**src/rtl/mem_port_arbiter.sv**
```systemverilog
// Two-port round-robin arbiter in front of a single-ported synchronous memory.
// Port B may lock ownership across back-to-back transactions.
module mem_port_arbiter #(
  parameter int ADDR_W    = 12,
  parameter int DATA_W    = 32,
  parameter int MEM_DEPTH = 4096,
  parameter int CNT_W     = 16
) (
  input  logic              clk,
  input  logic              rst_n,
  input  logic              a_req,
  input  logic              a_we,
  input  logic [ADDR_W-1:0] a_addr,
  input  logic [DATA_W-1:0] a_wdata,
  output logic              a_gnt,
  output logic              a_done,
  output logic [DATA_W-1:0] a_rdata,
  output logic              a_err,
  input  logic              b_req,
  input  logic              b_we,
  input  logic [ADDR_W-1:0] b_addr,
  input  logic [DATA_W-1:0] b_wdata,
  input  logic              b_lock,
  output logic              b_gnt,
  output logic              b_done,
  output logic [DATA_W-1:0] b_rdata,
  output logic              b_err,
  output logic              mem_en,
  output logic              mem_we,
  output logic [ADDR_W-1:0] mem_addr,
  output logic [DATA_W-1:0] mem_wdata,
  input  logic [DATA_W-1:0] mem_rdata,
  output logic [CNT_W-1:0]  a_count,
  output logic [CNT_W-1:0]  b_count
);

  typedef enum logic [1:0] {IDLE, ACCESS, RESP} state_t;

  localparam logic [ADDR_W:0] DEPTH = (ADDR_W+1)'(MEM_DEPTH);
  localparam logic [CNT_W-1:0] CNT_ONE = CNT_W'(1);

  state_t              state, state_n;
  logic                owner_b, owner_b_n;
  logic                we_q, we_q_n;
  logic                lock_q, lock_q_n;
  logic                err_q, err_q_n;
  logic                rr_last_b, rr_last_b_n;
  logic                lock_own, lock_own_n;
  logic                a_gnt_n, b_gnt_n, a_done_n, b_done_n, a_err_n, b_err_n;
  logic                a_rsel, b_rsel, a_rsel_n, b_rsel_n;
  logic                mem_en_n, mem_we_n;
  logic [ADDR_W-1:0]   mem_addr_n;
  logic [DATA_W-1:0]   mem_wdata_n;
  logic [CNT_W-1:0]    a_count_n, b_count_n;

  logic                pick_b;
  logic                pick_we;
  logic [ADDR_W-1:0]   pick_addr;
  logic [DATA_W-1:0]   pick_wdata;
  logic                pick_in_range;

  // Lock wins outright; otherwise a lone requester wins; a tie goes to the port not served last.
  assign pick_b        = (lock_own && b_req) || (b_req && !a_req) ||
                         (a_req && b_req && !rr_last_b);
  assign pick_we       = pick_b ? b_we    : a_we;
  assign pick_addr     = pick_b ? b_addr  : a_addr;
  assign pick_wdata    = pick_b ? b_wdata : a_wdata;
  assign pick_in_range = {1'b0, pick_addr} < DEPTH;

  always_comb begin
    state_n     = IDLE;
    owner_b_n   = owner_b;
    we_q_n      = we_q;
    lock_q_n    = lock_q;
    err_q_n     = err_q;
    rr_last_b_n = rr_last_b;
    lock_own_n  = lock_own;
    a_gnt_n     = 1'b0;
    b_gnt_n     = 1'b0;
    a_done_n    = 1'b0;
    b_done_n    = 1'b0;
    a_err_n     = 1'b0;
    b_err_n     = 1'b0;
    a_rsel_n    = 1'b0;
    b_rsel_n    = 1'b0;
    mem_en_n    = 1'b0;
    mem_we_n    = 1'b0;
    mem_addr_n  = mem_addr;
    mem_wdata_n = mem_wdata;
    a_count_n   = a_count;
    b_count_n   = b_count;
    case (state)
      IDLE: begin
        if (a_req || b_req) begin
          state_n     = ACCESS;
          owner_b_n   = pick_b;
          we_q_n      = pick_we;
          lock_q_n    = pick_b && b_lock;
          err_q_n     = !pick_in_range;
          a_gnt_n     = !pick_b;
          b_gnt_n     = pick_b;
          mem_en_n    = pick_in_range;
          mem_we_n    = pick_in_range && pick_we;
          mem_addr_n  = pick_addr;
          mem_wdata_n = pick_wdata;
          if (!pick_b) lock_own_n = 1'b0;
        end else begin
          state_n    = IDLE;
          lock_own_n = 1'b0;
        end
      end
      ACCESS: begin
        state_n     = RESP;
        a_done_n    = !owner_b;
        b_done_n    = owner_b;
        a_err_n     = !owner_b && err_q;
        b_err_n     = owner_b && err_q;
        a_rsel_n    = !owner_b && !we_q && !err_q;
        b_rsel_n    = owner_b && !we_q && !err_q;
        rr_last_b_n = owner_b;
        lock_own_n  = owner_b && lock_q;
        if (owner_b) begin
          if (b_count != '1) b_count_n = b_count + CNT_ONE;
        end else begin
          if (a_count != '1) a_count_n = a_count + CNT_ONE;
        end
      end
      RESP:    state_n = IDLE;
      default: state_n = IDLE;
    endcase
  end

  always_ff @(posedge clk or negedge rst_n) begin
    if (!rst_n) begin
      state     <= IDLE;
      owner_b   <= 1'b0;
      we_q      <= 1'b0;
      lock_q    <= 1'b0;
      err_q     <= 1'b0;
      rr_last_b <= 1'b1;
      lock_own  <= 1'b0;
      a_gnt     <= 1'b0;
      b_gnt     <= 1'b0;
      a_done    <= 1'b0;
      b_done    <= 1'b0;
      a_err     <= 1'b0;
      b_err     <= 1'b0;
      a_rsel    <= 1'b0;
      b_rsel    <= 1'b0;
      mem_en    <= 1'b0;
      mem_we    <= 1'b0;
      mem_addr  <= '0;
      mem_wdata <= '0;
      a_count   <= '0;
      b_count   <= '0;
    end else begin
      state     <= state_n;
      owner_b   <= owner_b_n;
      we_q      <= we_q_n;
      lock_q    <= lock_q_n;
      err_q     <= err_q_n;
      rr_last_b <= rr_last_b_n;
      lock_own  <= lock_own_n;
      a_gnt     <= a_gnt_n;
      b_gnt     <= b_gnt_n;
      a_done    <= a_done_n;
      b_done    <= b_done_n;
      a_err     <= a_err_n;
      b_err     <= b_err_n;
      a_rsel    <= a_rsel_n;
      b_rsel    <= b_rsel_n;
      mem_en    <= mem_en_n;
      mem_we    <= mem_we_n;
      mem_addr  <= mem_addr_n;
      mem_wdata <= mem_wdata_n;
      a_count   <= a_count_n;
      b_count   <= b_count_n;
    end
  end

  // Memory data only exists in the RESP cycle, so read data is a registered-select gate of it.
  assign a_rdata = a_rsel ? mem_rdata : '0;
  assign b_rdata = b_rsel ? mem_rdata : '0;

endmodule

```
**config.mk**
```make
export PLATFORM = sky130hd
export DESIGN_NAME = mem_port_arbiter
export DESIGN_NICKNAME = d
export VERILOG_FILES = /design/src/rtl/mem_port_arbiter.sv
export SDC_FILE = /design/constraint.sdc
export NUM_CORES = 1
export LEC_CHECK = 0
export ABC_AREA = 1
export CAP_MARGIN = 0
export CORE_MARGIN = 1
export CORE_UTILIZATION = 42
export CTS_CLUSTER_SIZE = 16
export DETAILED_ROUTE_END_ITERATION = 6
export PLACE_DENSITY_LB_ADDON = 0.08
export SYNTH_ARGS = -nofsm -noshare
export SYNTH_HDL_FRONTEND = slang
export SYNTH_SLANG_ARGS = --single-unit
```
**constraint.sdc**
```tcl
create_clock -name clk -period 2.2 [get_ports clk]
set_input_delay 0.33 -clock clk [delete_from_list [all_inputs] [get_ports clk]]
set_output_delay 0.33 -clock clk [all_outputs]
set_load 0.005 [all_outputs]
```
==> summary.md <==
For this run, the number of standard cells in the final layout without fillers is 1114. The sequential cell area fraction in the yosys report was 46.2%; the post-CTS setup buffer count was 0. The critical-path maximum fanout was 32. The final routed wire length divided by cell count was 13.9 um. The clock passes through at most 2 buffers. Deepest level of the CTS H-tree: 3. Count of state elements after synthesis: 90. The number of port buffers works out to 272. Footprint of the multi-input gates: 2140 um^2.

After synthesis, the cell types taking the most area are dfrtp_1 (46%), nand2_1 (26%), inv_1 (6.8%). The run gives 4927 as the number of global-route vias before repair. The share of cells above drive strength 1 works out to 4.74%. The endpoint kind of the worst setup timing path is an output port.

STA classifies the critical path startpoint as a register. The flow ran to the end, and the final reports show no timing, DRC or antenna violations. dfrtp_1 takes more of the synthesized area than any other cell.

The area used by sequential logic in the layout came out at 2250 um^2. The logs give 1.87 ns for the required time of the critical path and 15.4 mm for the aggregate routed wire length. Die span in x: 110 um. Count of final setup violators: 0. The mean instance size in the synthesized netlist was 6.99 um^2; the final design area excluding fillers was 8030 um^2. The first global-routing pass estimated 23.5 mm of wire.

The logs give 12100 um^2 for the area of the die and 90 for the clock net sink count. Class of the most critical setup path: register to output port. After clock tree synthesis, the repair step resized 0 gates. Synthesis handed over a netlist of 698 instances.

After filler insertion, the fill cell instance count of the layout stands at 915. Leaving out fill and tap cells, the most frequent cell in the layout is nand2_1. Clock latency on the worst-skew pair, taken at its later pin, is 0.33 ns. Compared with the post-synthesis result, the final layout area differs by 64.5%. The tools report the count of inserted antenna diode cells as 0.

The die is 110 um tall. The logs give 42.9% for the starting density of the core and 5323 for the count of vias placed by the detailed router. The tools report the final-report hold violation count as 0. After detailed routing, the number of remaining DRC violations is 0.

The placed wire-length estimate after detailed placement was 11.8 mm. In the final timing run, aggregate negative setup slack is 0 ns. The leakage power total was 3.97 nW; the site row count was 39. The global placement routability congestion is 0.837. The tree is rooted in a clkbuf_16. Top cell type's share of synthesized area: 45.6%. The tools report the cell area after placement as 7750 um^2. Derived from the worst setup path, the maximum achievable clock frequency is 499 MHz.

The first detailed-routing pass took 6 iterations. In this run the remaining antenna-violating nets after routing total 0. The run gives 91 as the pin count of the biggest net entering global routing. In this run, CTS created clock tree buffers numbering 9.

The aggregate global-route resource usage was 25.2%; the starting DRC count in detailed routing was 312. For this design, the CTS-stage hold fixing added 0 buffers. Setup repair after global routing left no endpoint under its margin.

The design draws 0.00766 W. The final worst-path cycle share was 91.2%; the power per unit of standard cell area was 954 nW/um^2. The tools report the total count of max-transition violations in the final report as 0. The clock-pin slew of the registers on the worst-case setup and hold paths is 0.06 ns. The number of placed instances with taps included was 1098.

The max capacitance violation total was 0. TritonCTS built the clock tree. The number of antenna violations at the first check in global routing was 0. The tools report the arrival time of data at the critical path endpoint as 1.68 ns. The clock arrives with 0.00700 ns of skew. For the boundary pin count, the log shows 275. Yosys printed 0 warnings. The worst min-delay path class was input port to async pin.

After synthesis the cells add up to 4880 um^2. The number of library cell types mapped by synthesis is 23. The tools report the total number of nets in the final design as 1095. VDD sags by at most 0.000506 V. Counting I/O delays and the setup requirement, the final critical path takes 2.01 ns.

Global routing finished with a remaining overflow of 0. In the layout the commonest cells are nand2_1 (339), clkdlybuf4s50_1 (271), inv_1 (89), dfrtp_1 (89), nand3_1 (57). Using the TritonRoute via totals, the vias-per-cell ratio works out to 4.78. For the placeable core region, the log shows 11400 um^2.
==> cell usage after synthesis (all sizes together) <==
| cell | number |
|---|---|
| buf | 13 |
| clkbuf | 12 |
| conb | 1 |
| dfrtp | 89 |
| dfstp | 1 |
| ha | 2 |
| inv | 93 |
| nand2 | 345 |
| nand3 | 59 |
| nand3b | 3 |
| nand4 | 8 |
| nor2 | 41 |
| o21ai | 16 |
| o21bai | 1 |
| xnor2 | 14 |
==> state kept, by name (all words and copies together), names as in the netlist <==
register and count:
lock_q 1, state 1, a_done 1, b_count 16
a_gnt 1, a_count 16, rr_last_b 1, we_q 1
lock_own 1, b_gnt 1, mem_we 1, b_done 1
b_rsel 1, mem_addr 12, owner_b 1, mem_wdata 32
mem_en 1, a_rsel 1
==> cells by family (layout without fill, tap and decap cells) <==
group	count (synthesis)	after routing	synth area share (%)
other cells	1	2	0.0768
xor+xnor	14	14	2.51
buf+inv	118	390	10.2
simple gates	456	456	38.2
fa+ha+maj	2	2	0.513
compound gates	17	17	2.26
flops	90	90	46.2
==> power by group <==
| part | switching, W | leakage, nW | internal (W) | total [W] |
|---|---|---|---|---|
| registers | 0.000389 | 1.15 | 0.00224 | 0.00263 |
| logic | 0.00162 | 2.67 | 0.00195 | 0.00357 |
| clock network | 0.000603 | 0.143 | 0.000856 | 0.00146 |
| total | 0.00262 | 3.97 | 0.00504 | 0.00766 |
==> per-stage QoR <==
step           hold WS [ns]  setup WS [ns]  util (%)
2_1_floorplan        0.0344          0.682         -
3_3_place_gp          0.412          0.401      68.1
3_5_place_dp          0.418          0.344      68.1
4_1_cts              0.0590          0.213      70.6
5_1_grt              0.0761         0.0970      70.6
6_report             0.0302          0.195      70.6
==> path summary, 6_finish.rpt <==
path,startpoint,end,slack [ns],cells past startpoint
max in group asynchronous,rst_n,mem_wdata[9],1.78,2
setup / recovery,b_rsel,b_rdata[19],0.19,4
min in group clk,rr_last_b,rr_last_b,0.47,2
hold / removal,rst_n,a_count[7],0.03,2
hold reg to reg,rr_last_b,rr_last_b,0.47,2
setup reg to reg,b_count[1],b_count[5],0.48,8
==> area by class of cell <==
cell class                 instances  area share, %
multi-input combinational        491           26.6
sequential                        90           28.1
clock buffer                      14           3.41
tap                              143           2.23
inverter                          93           4.35
clock inverter                     2          0.125
timing repair buffer             281           35.2
==> layer usage <==
layer	share of wire (%)	vias to the layer above	GRT usage (%)
li1	-	2630	-
met1	37	2432	27.3
met2	52	231	46.7
met3	8.3	30	6.16
met4	2.3	0	10.1
met5	0	-	0
==> worst max-delay path, cell delays in order (launching register included) <==
cell and delay (ns):
dfrtp_1 0.33, buf_4 0.30, nand2_1 0.08, inv_1 0.12, clkdlybuf4s50_1 0.51
No activity file was read; power rests on OpenSTA's default activity.
